File: src/rtl/seven_seg_pkg.sv
// Shared types and constants for the seven-segment scan controller.
// Segment patterns are active-high {g,f,e,d,c,b,a}; polarity is applied at the pins.
package seven_seg_pkg;

  localparam logic [6:0] SEG_0 = 7'h3F;
  localparam logic [6:0] SEG_1 = 7'h06;
  localparam logic [6:0] SEG_2 = 7'h5B;
  localparam logic [6:0] SEG_3 = 7'h4F;
  localparam logic [6:0] SEG_4 = 7'h66;
  localparam logic [6:0] SEG_5 = 7'h6D;
  localparam logic [6:0] SEG_6 = 7'h7D;
  localparam logic [6:0] SEG_7 = 7'h07;
  localparam logic [6:0] SEG_8 = 7'h7F;
  localparam logic [6:0] SEG_9 = 7'h6F;
  localparam logic [6:0] SEG_A = 7'h77;
  localparam logic [6:0] SEG_B = 7'h7C;
  localparam logic [6:0] SEG_C = 7'h39;
  localparam logic [6:0] SEG_D = 7'h5E;
  localparam logic [6:0] SEG_E = 7'h79;
  localparam logic [6:0] SEG_F = 7'h71;

  typedef enum logic {
    BLANK = 1'b0,
    DRIVE = 1'b1
  } scan_state_e;

  // Converts a logical "on" into the pin level for the selected polarity.
  function automatic logic drive_level(input logic on, input logic active_low);
    return on ^ active_low;
  endfunction

endpackage

File: src/rtl/hex_to_seven_segment.sv
// Combinational hex nibble to active-high seven-segment pattern {g,f,e,d,c,b,a}.
module hex_to_seven_segment
  import seven_seg_pkg::*;
(
  input  logic [3:0] nibble_i,
  output logic [6:0] seg_o
);

  always_comb begin
    seg_o = SEG_0;
    case (nibble_i)
      4'h0: seg_o = SEG_0;
      4'h1: seg_o = SEG_1;
      4'h2: seg_o = SEG_2;
      4'h3: seg_o = SEG_3;
      4'h4: seg_o = SEG_4;
      4'h5: seg_o = SEG_5;
      4'h6: seg_o = SEG_6;
      4'h7: seg_o = SEG_7;
      4'h8: seg_o = SEG_8;
      4'h9: seg_o = SEG_9;
      4'hA: seg_o = SEG_A;
      4'hB: seg_o = SEG_B;
      4'hC: seg_o = SEG_C;
      4'hD: seg_o = SEG_D;
      4'hE: seg_o = SEG_E;
      4'hF: seg_o = SEG_F;
      default: seg_o = SEG_0;
    endcase
  end

endmodule

File: src/rtl/seven_segment_scan_controller.sv
// Multiplexed seven-segment scanner with double-buffered value load, inter-digit
// blanking and leading-zero suppression. All pin outputs are registered.
module seven_segment_scan_controller
  import seven_seg_pkg::*;
#(
  parameter int NUM_DIGITS   = 4,
  parameter int TICK_DIV     = 100000,
  parameter int BLANK_CYCLES = 16,
  parameter int ACTIVE_LOW   = 1
) (
  input  logic                    clk_i,
  input  logic                    rst_i,
  input  logic [4*NUM_DIGITS-1:0] value_i,
  input  logic [NUM_DIGITS-1:0]   dots_i,
  input  logic                    value_valid_i,
  output logic                    value_ready_o,
  input  logic                    blank_zeros_i,
  output logic [NUM_DIGITS-1:0]   anodes_o,
  output logic [6:0]              segments_o,
  output logic                    dp_o,
  output logic                    frame_done_o
);

  localparam int CW = (TICK_DIV > 1) ? $clog2(TICK_DIV) : 1;
  localparam int IW = $clog2(NUM_DIGITS);
  localparam int VW = 4 * NUM_DIGITS;
  localparam logic [CW-1:0] CNT_LAST  = CW'(TICK_DIV - 1);
  localparam logic [CW-1:0] BLANK_LIM = CW'(BLANK_CYCLES);
  localparam logic [IW-1:0] IDX_LAST  = IW'(NUM_DIGITS - 1);
  localparam logic          AL        = (ACTIVE_LOW != 0);

  logic [CW-1:0]         slot_cnt_q, slot_cnt_d;
  logic [IW-1:0]         digit_idx_q, digit_idx_d;
  scan_state_e           state_q, state_d;
  logic [VW-1:0]         pend_q, pend_d, disp_q, disp_d;
  logic [NUM_DIGITS-1:0] pend_dots_q, pend_dots_d, disp_dots_q, disp_dots_d;
  logic                  ready_q, ready_d;
  logic [NUM_DIGITS-1:0] anodes_q, anodes_d;
  logic [6:0]            segments_q, segments_d;
  logic                  dp_q, dp_d;
  logic                  frame_done_q, frame_done_d;

  logic                  wrap, boundary, suppress, lit;
  logic [3:0]            nibble;
  logic [6:0]            seg_act;

  hex_to_seven_segment u_decode (
    .nibble_i (nibble),
    .seg_o    (seg_act)
  );

  // Outputs are computed from the next counter/display values so the registered
  // pins line up with the slot that the counters are entering.
  always_comb begin
    wrap        = (slot_cnt_q == CNT_LAST);
    boundary    = wrap && (digit_idx_q == IDX_LAST);
    slot_cnt_d  = wrap ? '0 : slot_cnt_q + 1'b1;
    digit_idx_d = digit_idx_q;
    if (wrap) digit_idx_d = (digit_idx_q == IDX_LAST) ? '0 : digit_idx_q + 1'b1;
    state_d = (slot_cnt_d < BLANK_LIM) ? BLANK : DRIVE;

    pend_d      = pend_q;
    pend_dots_d = pend_dots_q;
    disp_d      = disp_q;
    disp_dots_d = disp_dots_q;
    ready_d     = ready_q;
    if (boundary && !ready_q) begin
      disp_d      = pend_q;
      disp_dots_d = pend_dots_q;
      ready_d     = 1'b1;
    end
    if (value_valid_i && ready_q) begin
      pend_d      = value_i;
      pend_dots_d = dots_i;
      ready_d     = 1'b0;
    end

    nibble   = disp_d[4*int'(digit_idx_d) +: 4];
    suppress = 1'b0;
    if (blank_zeros_i && (digit_idx_d != '0))
      suppress = ((disp_d >> (4*int'(digit_idx_d))) == '0);
    lit = (state_d == DRIVE) && !suppress;

    for (int k = 0; k < NUM_DIGITS; k++)
      anodes_d[k] = drive_level(lit && (digit_idx_d == IW'(k)), AL);
    for (int s = 0; s < 7; s++)
      segments_d[s] = drive_level(lit && seg_act[s], AL);
    dp_d         = drive_level(lit && disp_dots_d[digit_idx_d], AL);
    frame_done_d = (slot_cnt_d == CNT_LAST) && (digit_idx_d == IDX_LAST);
  end

  always_ff @(posedge clk_i) begin
    if (rst_i) begin
      slot_cnt_q   <= '0;
      digit_idx_q  <= '0;
      state_q      <= BLANK;
      pend_q       <= '0;
      pend_dots_q  <= '0;
      disp_q       <= '0;
      disp_dots_q  <= '0;
      ready_q      <= 1'b1;
      anodes_q     <= {NUM_DIGITS{AL}};
      segments_q   <= {7{AL}};
      dp_q         <= AL;
      frame_done_q <= 1'b0;
    end else begin
      slot_cnt_q   <= slot_cnt_d;
      digit_idx_q  <= digit_idx_d;
      state_q      <= state_d;
      pend_q       <= pend_d;
      pend_dots_q  <= pend_dots_d;
      disp_q       <= disp_d;
      disp_dots_q  <= disp_dots_d;
      ready_q      <= ready_d;
      anodes_q     <= anodes_d;
      segments_q   <= segments_d;
      dp_q         <= dp_d;
      frame_done_q <= frame_done_d;
    end
  end

  assign value_ready_o = ready_q;
  assign anodes_o      = anodes_q;
  assign segments_o    = segments_q;
  assign dp_o          = dp_q;
  assign frame_done_o  = frame_done_q;

endmodule

File: config.mk
export PLATFORM = sky130hd
export DESIGN_NAME = seven_segment_scan_controller
export DESIGN_NICKNAME = d
export VERILOG_FILES = /design/src/rtl/seven_seg_pkg.sv /design/src/rtl/hex_to_seven_segment.sv /design/src/rtl/seven_segment_scan_controller.sv
export SDC_FILE = /design/constraint.sdc
export NUM_CORES = 1
export LEC_CHECK = 0
export ABC_AREA = 1
export CORE_AREA = 2 2 90 92
export DETAILED_ROUTE_END_ITERATION = 10
export DIE_AREA = 0 0 92 94
export PLACE_DENSITY_LB_ADDON = 0.05
export REMOVE_ABC_BUFFERS = 1
export SYNTH_ARGS = -nofsm -noshare
export SYNTH_HDL_FRONTEND = slang
export SYNTH_SLANG_ARGS = --single-unit
File: constraint.sdc
create_clock -name clk_i -period 2.6 [get_ports clk_i]
set_input_delay 0.52 -clock clk_i [delete_from_list [all_inputs] [get_ports clk_i]]
set_output_delay 0.52 -clock clk_i [all_outputs]
set_load 0.01 [all_outputs]
* After elaboration in Yosys (flattened, before gate mapping)
Memories as Yosys holds them, arrays and structs flattened.
Cells that the tools add are included.
** Cells by class
- $add $sub $neg :: 2
- $lt $le $gt $ge :: 2
- Equal/unequal tests :: 6
- Shifts and indexed selects :: 2
- Multiplexer cells :: 11
- Bitwise logic cells :: 12
- Reduce and logical (&&, ||, !) cells :: 24
** Operators by type and width (number)
- $eq 17x17->1 const B :: 2
- $logic_and 1x1->1 :: 18
- $add 17x1->17 const B :: 1
- $lt 17x5->1 const B :: 1
- $mux 17 :: 1
- $logic_not 16->1 :: 1
- $mux 16 :: 1
- $shiftx 16x5->4 :: 1
- $shr 16x4->16 :: 1
- $not 1->1 :: 12
- $eq 2x2->1 const B :: 3
- $mux 1 :: 5
- $mux 2 :: 2
- $mux 4 :: 1
- $reduce_bool 2->1 :: 2
- $lt 2x3->1 const B :: 1
- $add 2x1->2 const B :: 1
- $bmux 1 s2 :: 1
- $eq 2x1->1 const B :: 1
- $logic_not 1->1 :: 2
- $logic_not 2->1 :: 1
** Word-level totals
- Flip-flop bits (word level) :: 73
- Bits in read-only memories :: 112
- Input port bits :: 24
- Output and inout bits :: 14
- Word-level logic and storage cells :: 71
- Memories :: 1
** Memory list
- (no name shown) :: depth 16, bits a word 7, rd ports 1, clocked after memory_dff 0, write ports 0, RTL line hex_to_seven_segment.sv:11 : case (nibble_i)

* Logic depth before layout (Yosys ltp)
Gate-level depths: netlist (run 1).
- Word-level depth :: 11
- Mapped depth :: 20
- Gate-level depth less buffers :: 18

* Modules after synthesis
Synthesis (run 1) repeated with hierarchy kept, for this count alone.
** Unflattened totals
- Cell total of the unflattened synthesis :: 561
- Area, all modules :: 3811.2 um2
** By module, submodules not included
- seven_segment_scan_controller :: instances 1, cells each 509, area each 3534.6 um2, sequential area each 1461.4 um2
- hex_to_seven_segment :: instances 1, cells each 52, area each 276.5 um2, sequential area each 0.0 um2

* Least setup slack after synthesis (run 1)
Ideal clock, no wire load.
- Kind :: register to register
- Start point :: register slot_cnt_q[0]
- End point :: register segments_q[0] (netlist: segments_o[0])
- Setup time :: 57 ps
- Arrival :: 2517 ps
- Data required time :: 2543 ps
- Slack :: 26 ps
- Stages on the path, launching flop included :: 20
- Path buffers :: 2
- Clock period less this slack :: 2574 ps
- Cells stage by stage :: dfxtp_1 -> ha_1 -> nand3_2 -> clkinv_1 -> nand4_2 -> buf_2 -> inv_1 -> nand2_1 -> nand2_1 -> nand2_1 -> nand2_1 -> nor2_2 -> ha_1 -> nand2_1 -> nor2_1 -> nand3_2 -> nor2_1 -> nor2_2 -> buf_6 -> nand2_2
** Between the ends
- Cells in the longest elaborated chain, start to end :: 11
- Elaborated cells between the ends (all ways) :: 20
- Classes of those cells :: 1 x add/sub; 1 x order compare; 1 x eq/ne; 2 x shift; 5 x mux; 1 x bitwise; 8 x reduce/logical; 1 x memory
** RTL lines
- from (decl) :: RTL line seven_segment_scan_controller.sv:32 : logic [CW-1:0] slot_cnt_q, slot_cnt_d;
- from (signal assigned) :: RTL line seven_segment_scan_controller.sv:107 : slot_cnt_q <= slot_cnt_d;
- parallel branches: the longest is 9 deep, another holds $add 17x1->17
- $logic_and 1x1->1 (*) :: RTL line seven_segment_scan_controller.sv:87 : segments_d[s] = drive_level(lit && seg_act[s], AL);
- $not 1->1 (no source line) (*)
- to (signal assigned) :: RTL line seven_segment_scan_controller.sv:103 : segments_q <= {7{AL}};
- to (signal assigned) :: RTL line seven_segment_scan_controller.sv:116 : segments_q <= segments_d;
- to (decl) :: RTL line seven_segment_scan_controller.sv:39 : logic [6:0] segments_q, segments_d;
Mark *: on every way between the ends.
A chain may end at the register's enable or synchronous reset.

* Worst setup path in the final report (run 1)
- Start point :: register slot_cnt_q[11]
- End point :: register segments_q[6] (netlist: segments_o[6])
The elaborated chain is that of the path after synthesis.

==> results of run 1 <==
[state kept, by name, indices dropped and copies added, names as in the netlist]
signal,cells
pend_dots_q,4
anodes_o,4
value_ready_o,1
disp_q,16
segments_o,7
slot_cnt_q,17
disp_dots_q,4
pend_q,16
digit_idx_q,2
frame_done_o,1
dp_o,1
[power by group through the flow]
| stage | sequential [mW] | clock (mW) | combinational [mW] |
|---|---|---|---|
| 2_1_floorplan | 1.18 | 0 | 0.0573 |
| 3_3_place_gp | 1.19 | 0 | 0.124 |
| 3_5_place_dp | 1.19 | 0 | 0.127 |
| 4_1_cts | 1.16 | 0.982 | 0.127 |
| 5_1_grt | 1.17 | 1.03 | 0.147 |
| 6_report | 1.16 | 0.968 | 0.129 |
[placed cells by master, fill, tap and decap left out, types with 2 or more instances in the layout]
| cell type | n |
|---|---|
| clkinvlp_4 | 2 |
| nand4_1 | 21 |
| nand3_1 | 29 |
| inv_1 | 57 |
| inv_2 | 6 |
| nand2_1 | 108 |
| dfxtp_2 | 6 |
| nand2_2 | 15 |
| xnor2_1 | 2 |
| clkdlybuf4s50_1 | 37 |
| a21oi_1 | 18 |
| nor2_4 | 14 |
| o211ai_1 | 2 |
| o21ai_1 | 3 |
| a31oi_1 | 2 |
| clkinv_2 | 2 |
| o21ai_0 | 27 |
| buf_4 | 56 |
| nand2_4 | 4 |
| ha_4 | 2 |
| bufinv_16 | 2 |
| xor2_1 | 7 |
| o21a_1 | 2 |
| ha_1 | 5 |
| clkbuf_1 | 2 |
| nor2_2 | 11 |
| clkbuf_8 | 9 |
| dfxtp_1 | 66 |
| nand3_2 | 15 |
| nor2_1 | 80 |
| nor3_1 | 5 |
| buf_6 | 4 |
[path summary, 6_finish.rpt]
kind | cells past startpoint | slack [ns] | endpoint | from
hold / removal | 2 | 0.45 | pend_dots_q[1] | pend_dots_q[1]
setup reg to reg | 17 | 0.12 | segments_o[6] | slot_cnt_q[11]
hold reg to reg | 2 | 0.45 | pend_dots_q[1] | pend_dots_q[1]
setup / recovery | 17 | 0.12 | segments_o[6] | slot_cnt_q[11]
[final cells by class]
type,instances,share of cell area (%)
multi-input cells,385,42.5
flip-flops and latches,73,29.2
repair buffers,97,16.6
inverters,66,4.99
clock buffers,11,2.61
well taps,102,2.53
clock inverters,5,1.59
[Yosys cell counts (3+ instances only)]
library cell and count:
nand3_2 8, nand2_2 13, nor2_4 7, xor2_1 7
a21oi_1 19, nand2_4 4, o21ai_0 27, inv_2 4
buf_2 3, nand4_1 21, ha_1 8, o21ai_1 3
dfxtp_1 73, nor2_2 6, nor3_1 5, nand3_1 37
nand2_1 110, inv_1 59, nor2_1 91, clkbuf_1 12
[kinds of logic (layout without fill, tap and decap cells)]
group / count (synthesis) / in the layout / synth area share (%)
compound gates: 56 / 56 / 7.86
xor+xnor: 9 / 9 / 2.09
fa+ha+maj: 8 / 8 / 2.65
buf+inv: 83 / 179 / 8.78
flops: 73 / 73 / 38.7
simple gates: 311 / 312 / 39.9
[routing by layer]
metal	wire length, um	GRT usage (%)	up-vias
li1	-	-	1912
met1	4360	28.2	1653
met2	4750	41.0	69
met3	314	4.09	14
met4	122	6.84	0
met5	0	0	-
[critical path: stages (launching register included)]
cell	delay, ns
dfxtp_4	0.37
nor2_4	0.10
nand3_2	0.10
nor2_4	0.17
buf_4	0.12
nand4_1	0.07
buf_4	0.18
o21a_1	0.20
nand2_1	0.07
nand3_1	0.11
inv_1	0.09
ha_2	0.17
nand2_1	0.06
nor2_2	0.10
nand3_2	0.10
nor2_4	0.19
nor2_4	0.09
nand3_1	0.11
[timing repair]
action,4_1_cts,5_1_grt
cloned,1,0
resized for setup,6,46
pin swaps,1,12
buffers inserted,0,6
endpoints found under the hold margin,0,0
endpoints found under the setup margin,12,12
[per-stage QoR]
| step | worst slack, ns | utilization [%] | hold slack [ns] |
|---|---|---|---|
| 2_1_floorplan | -0.449 | - | 0.427 |
| 4_1_cts | 0.00615 | 63.6 | 0.453 |
| 3_3_place_gp | -0.205 | 60.4 | 0.436 |
| 5_1_grt | -0.0517 | 66.3 | 0.479 |
| 3_5_place_dp | -0.335 | 60.4 | 0.442 |
| 6_report | 0.120 | 66.3 | 0.449 |
==> results.json, run 1 <==
{
  "yosysWarnings": 0,
  "worstSetupStartpointType": "flip-flop",
  "drtPass1Iterations": 4,
  "seqCellArea_um2": 1470,
  "gp_congestion": 0.898,
  "ios": 38,
  "grt_first_pass_wirelength_mm": 15.7,
  "fp.dieW_um": 92,
  "synthToLayoutAreaGrowth_pct": 33.6,
  "clk_latency_ns": 0.35,
  "fill_cells": 725,
  "p_sw_mw": 0.511,
  "min_period_ns": 2.48,
  "syn_area_um2": 3770,
  "grt_overflow": 0,
  "dpl.cell_count": 716,
  "htreeDepth": 3,
  "multi_input_area_um2": 2140,
  "synthCells": 540,
  "p_leak_nw": 2.18,
  "clockBufferDepth": 2,
  "fin_crit_sh_pct": 95.4,
  "hold_violations": 0,
  "coreArea_um2": 7610,
  "wl_per_cell_um": 12.9,
  "post_drt_via_cell_ratio": 4.94,
  "grt_pass1_vias": 3472,
  "wirelength_mm": 9.55,
  "dieArea_um2": 8650,
  "total_power_mw": 2.26,
  "antenna_found_initial": 0,
  "dpl-instance-area_um2": 4600,
  "yosysSeqAreaShare_pct": 38.7,
  "worstSetupPathType": "flip-flop to flip-flop",
  "drv_slew": 0,
  "path_clk_slew_ns": 0.08,
  "drv_cap": 0,
  "finalClockSkew_ns": 0.0109,
  "cts.sinks": 73,
  "switching_share_pct": 22.6,
  "drt-initial-drc-count": 144,
  "antenna_left": 0,
  "power_frac_seq_pct": 51.4,
  "synth_area_leaders": "dfxtp_1 (39%), nand2_1 (11%), nor2_1 (9.0%), inv_1 (5.9%), nand3_1 (4.9%)",
  "synth_cell_types": 37,
  "min_path_type": "flip-flop to flip-flop",
  "power_frac_comb_pct": 5.7,
  "max_freq_ghz": 0.403,
  "critPathCaptureType": "flip-flop",
  "io_buffers": 37,
  "drc": 0,
  "rows": 32,
  "initial_utilization_pct": 49.6,
  "postCtsHoldBufs": 0,
  "syn_area_per_cell_um2": 6.99,
  "grt_max_degree": 42,
  "cp.arrival_ns": 2.77,
  "p_int_mw": 1.75,
  "slew_headroom_pct": 68.1,
  "dpl.hpwl_mm": 7.15,
  "num_antenna_cells": 0,
  "cts_buffers": 9,
  "setup_viol": 0,
  "vdd_drop_max_mv": 0.353,
  "vias": 3648,
  "tightestPinTransition_ns": 0.478,
  "status": "complete, no violations",
  "critPathRequiredTime_ns": 2.89,
  "fin_area_um2": 5040,
  "crit_fanout": 9,
  "synth_edf_count": 0,
  "yosysTopAreaCell": "dfxtp_1",
  "clock_power_share_pct": 42.9,
  "nets": 664,
  "fin_setup_tns_ns": 0,
  "synth_top_flop_cell": "dfxtp_1",
  "async_flop_share_pct": 0,
  "drive_gt1_share_pct": 24.8,
  "die_height_um": 94,
  "synth-seq-cells": 73,
  "track_usage_pct": 22.9,
  "synth_top_area_share_pct": 38.7,
  "p_per_area_nw_per_um2": 448,
  "cts_tree": "built",
  "final_cells": 739,
  "root_buffer": "clkbuf_8"
}
(Power assumes the default switching activity.)
==> run 2, diff against run 1 <==
--- a/config.mk
+++ b/config.mk
@@ -9,7 +9,7 @@
 export CORE_AREA = 2 2 90 92
 export DETAILED_ROUTE_END_ITERATION = 10
 export DIE_AREA = 0 0 92 94
-export PLACE_DENSITY_LB_ADDON = 0.05
+export PLACE_DENSITY = 0.81
 export REMOVE_ABC_BUFFERS = 1
 export SYNTH_ARGS = -nofsm -noshare
 export SYNTH_HDL_FRONTEND = slang
==> run 2 against run 1 <==
Effect of this change: power rose by 1.7%; non-clock buffer count shrank 10; count of clock-buffer cells in the layout fell by 1; critical path type unchanged; largest cell class unchanged; clock skew down 0.0034 ns.
==> results.json, run 2 (synthesis gave the netlist of run 1 again) <==
{
  "grt_util_met2_pct": 40.5,
  "min_path_type": "flip-flop to flip-flop",
  "largest_registers": "slot_cnt_q x17, disp_q x16, pend_q x16",
  "root_buffer": "clkbuf_8",
  "clockBufferDepth": 2,
  "nets": 653,
  "drc": 0,
  "die_height_um": 94,
  "top_register": "slot_cnt_q",
  "p_per_area_nw_per_um2": 464,
  "track_usage_pct": 22.1,
  "num_antenna_cells": 0,
  "use_met1_pct": 26.3,
  "drtPass1Iterations": 5,
  "worstSetupStartpointType": "flip-flop",
  "layout_common_cells": "nand2_1 (108), nor2_1 (82), dfxtp_1 (63)",
  "gp_congestion": 0.962,
  "final_common_cell": "nand2_1",
  "post-route-util_pct": 65.1,
  "critPathCaptureType": "flip-flop",
  "pre_cts_slack_ns": -0.243,
  "met3_usage_pct": 3.37,
  "tightestPinTransition_ns": 0.355,
  "initial_utilization_pct": 49.6,
  "coreArea_um2": 7610,
  "cts_tree": "built",
  "min_to": "pend_dots_q[2]",
  "hold_path_depth": 2,
  "p_leak_nw": 2.16,
  "finalClockSkew_ns": 0.00745,
  "max_freq_ghz": 0.405,
  "setup_viol": 0,
  "dpl.hpwl_mm": 6.96,
  "total_power_mw": 2.30,
  "fin_crit_sh_pct": 95.0,
  "grt_first_pass_wirelength_mm": 15.4,
  "grt_max_degree": 30,
  "fin_ws_ns": 0.131,
  "wl_per_cell_um": 12.9,
  "dieArea_um2": 8650,
  "rrSetupSlack_ns": 0.13,
  "ios": 38,
  "postCtsHoldBufs": 0,
  "drive_gt1_share_pct": 23.8,
  "grt_pass1_vias": 3461,
  "antenna_found_initial": 0,
  "critPathRequiredTime_ns": 2.84,
  "hold_violations": 0,
  "rr_worst_depth": 18,
  "io_buffers": 37,
  "reg2reg_from": "slot_cnt_q[10]",
  "hp-start": "pend_dots_q[2]",
  "clk_latency_ns": 0.35,
  "post_drt_via_cell_ratio": 5.04,
  "drv_slew": 0,
  "vias": 3669,
  "fin_setup_tns_ns": 0,
  "r2r-end": "segments_o[5]",
  "slew_headroom_pct": 76.2,
  "dpl.cell_count": 706,
  "fill_cells": 644,
  "drt-initial-drc-count": 200,
  "rows": 32,
  "status": "complete, no violations",
  "worstSetupPathType": "flip-flop to flip-flop",
  "cp.arrival_ns": 2.71,
  "vdd_drop_max_mv": 0.404,
  "crit_fanout": 7,
  "antenna_left": 0,
  "final_cells": 728,
  "min_period_ns": 2.47,
  "wirelength_mm": 9.38,
  "htreeDepth": 3,
  "drv_cap": 0,
  "cts_buffers": 9,
  "grt_overflow": 0,
  "fp.dieW_um": 92,
  "synthToLayoutAreaGrowth_pct": 31.2,
  "largest_register_ffs": 17,
  "cts.sinks": 73,
  "top_usage_layer": "met2",
  "path_clk_slew_ns": 0.08
}
-- run 2: changes by cell type in the layout (fill, tap and decap cells not counted), moves of 2 or more --
cell        delta
dfxtp_2        +4
buf_4         -10
nor2_4         -3
dfxtp_1        -3
nor2_1         +2
clkinvlp_4     -2
clkbuf_1       -2
clkinv_4       +3
-- run 2: final cells by class --
class / count / area, um2 / share of cell area, %
clock inverter: 6 / 91.3 / 1.84
sequential: 73 / 1470 / 29.8
timing repair buffer: 87 / 769 / 15.5
clock buffer: 10 / 138 / 2.78
multi-input combinational: 384 / 2100 / 42.4
inverter: 66 / 251 / 5.08
tap: 102 / 128 / 2.58
-- run 2: metal layers --
metal	up-vias	routed length, um
met1	1657	3920
met2	94	4740
met5	-	0
met3	34	414
li1	1884	-
met4	0	307
-- run 2: power by group --
group	internal, mW	leakage [nW]	switching, mW
logic	0.0643	1.44	0.0657
registers	1.15	0.599	0.0165
clock network	0.570	0.116	0.435
-- run 2: worst max-delay path, cell delays in order (launching register included) --
cell and delay, ns:
dfxtp_1 0.38, nand2_2 0.11, inv_2 0.09, nand2_4 0.06, nor2_8 0.13, buf_4 0.16, nand3_1 0.13, nand2_4 0.14
nand2_1 0.08, nand2_2 0.07, nor2_2 0.04, nor2_2 0.15, buf_6 0.14, inv_1 0.07, ha_2 0.19, nand2_2 0.09
o21ai_1 0.10, a21oi_1 0.18, nand2_2 0.06
-- run 2: stage by stage --
| step | area [um2] | hold slack, ns |
|---|---|---|
| floorplan | 3690 | 0.427 |
| global placement | 4520 | 0.439 |
| detailed placement | 4520 | 0.441 |
| CTS | 4780 | 0.452 |
| global route | 4950 | 0.487 |
| finish | 4950 | 0.449 |
-- run 2: how the worst max path moves through the flow --
| stage | start | endpoint | slack, ns |
|---|---|---|---|
| 6_report | slot_cnt_q[10] | segments_o[5] | 0.13 |
| 5_1_grt | slot_cnt_q[14] | segments_o[3] | -0.04 |
| 4_1_cts | slot_cnt_q[0] | segments_o[5] | 0.01 |
| 3_5_place_dp | slot_cnt_q[0] | dp_o | -0.24 |
| 3_3_place_gp | digit_idx_q[1] | segments_o[6] | -0.10 |
| 2_1_floorplan | digit_idx_q[0] | dp_o | -0.45 |
-- run 2: what timing repair did --
action	4_1_cts	5_1_grt
resized for setup	2	45
cloned	0	0
setup endpoints to repair	12	12
setup buffers	2	4
pin swaps	1	18
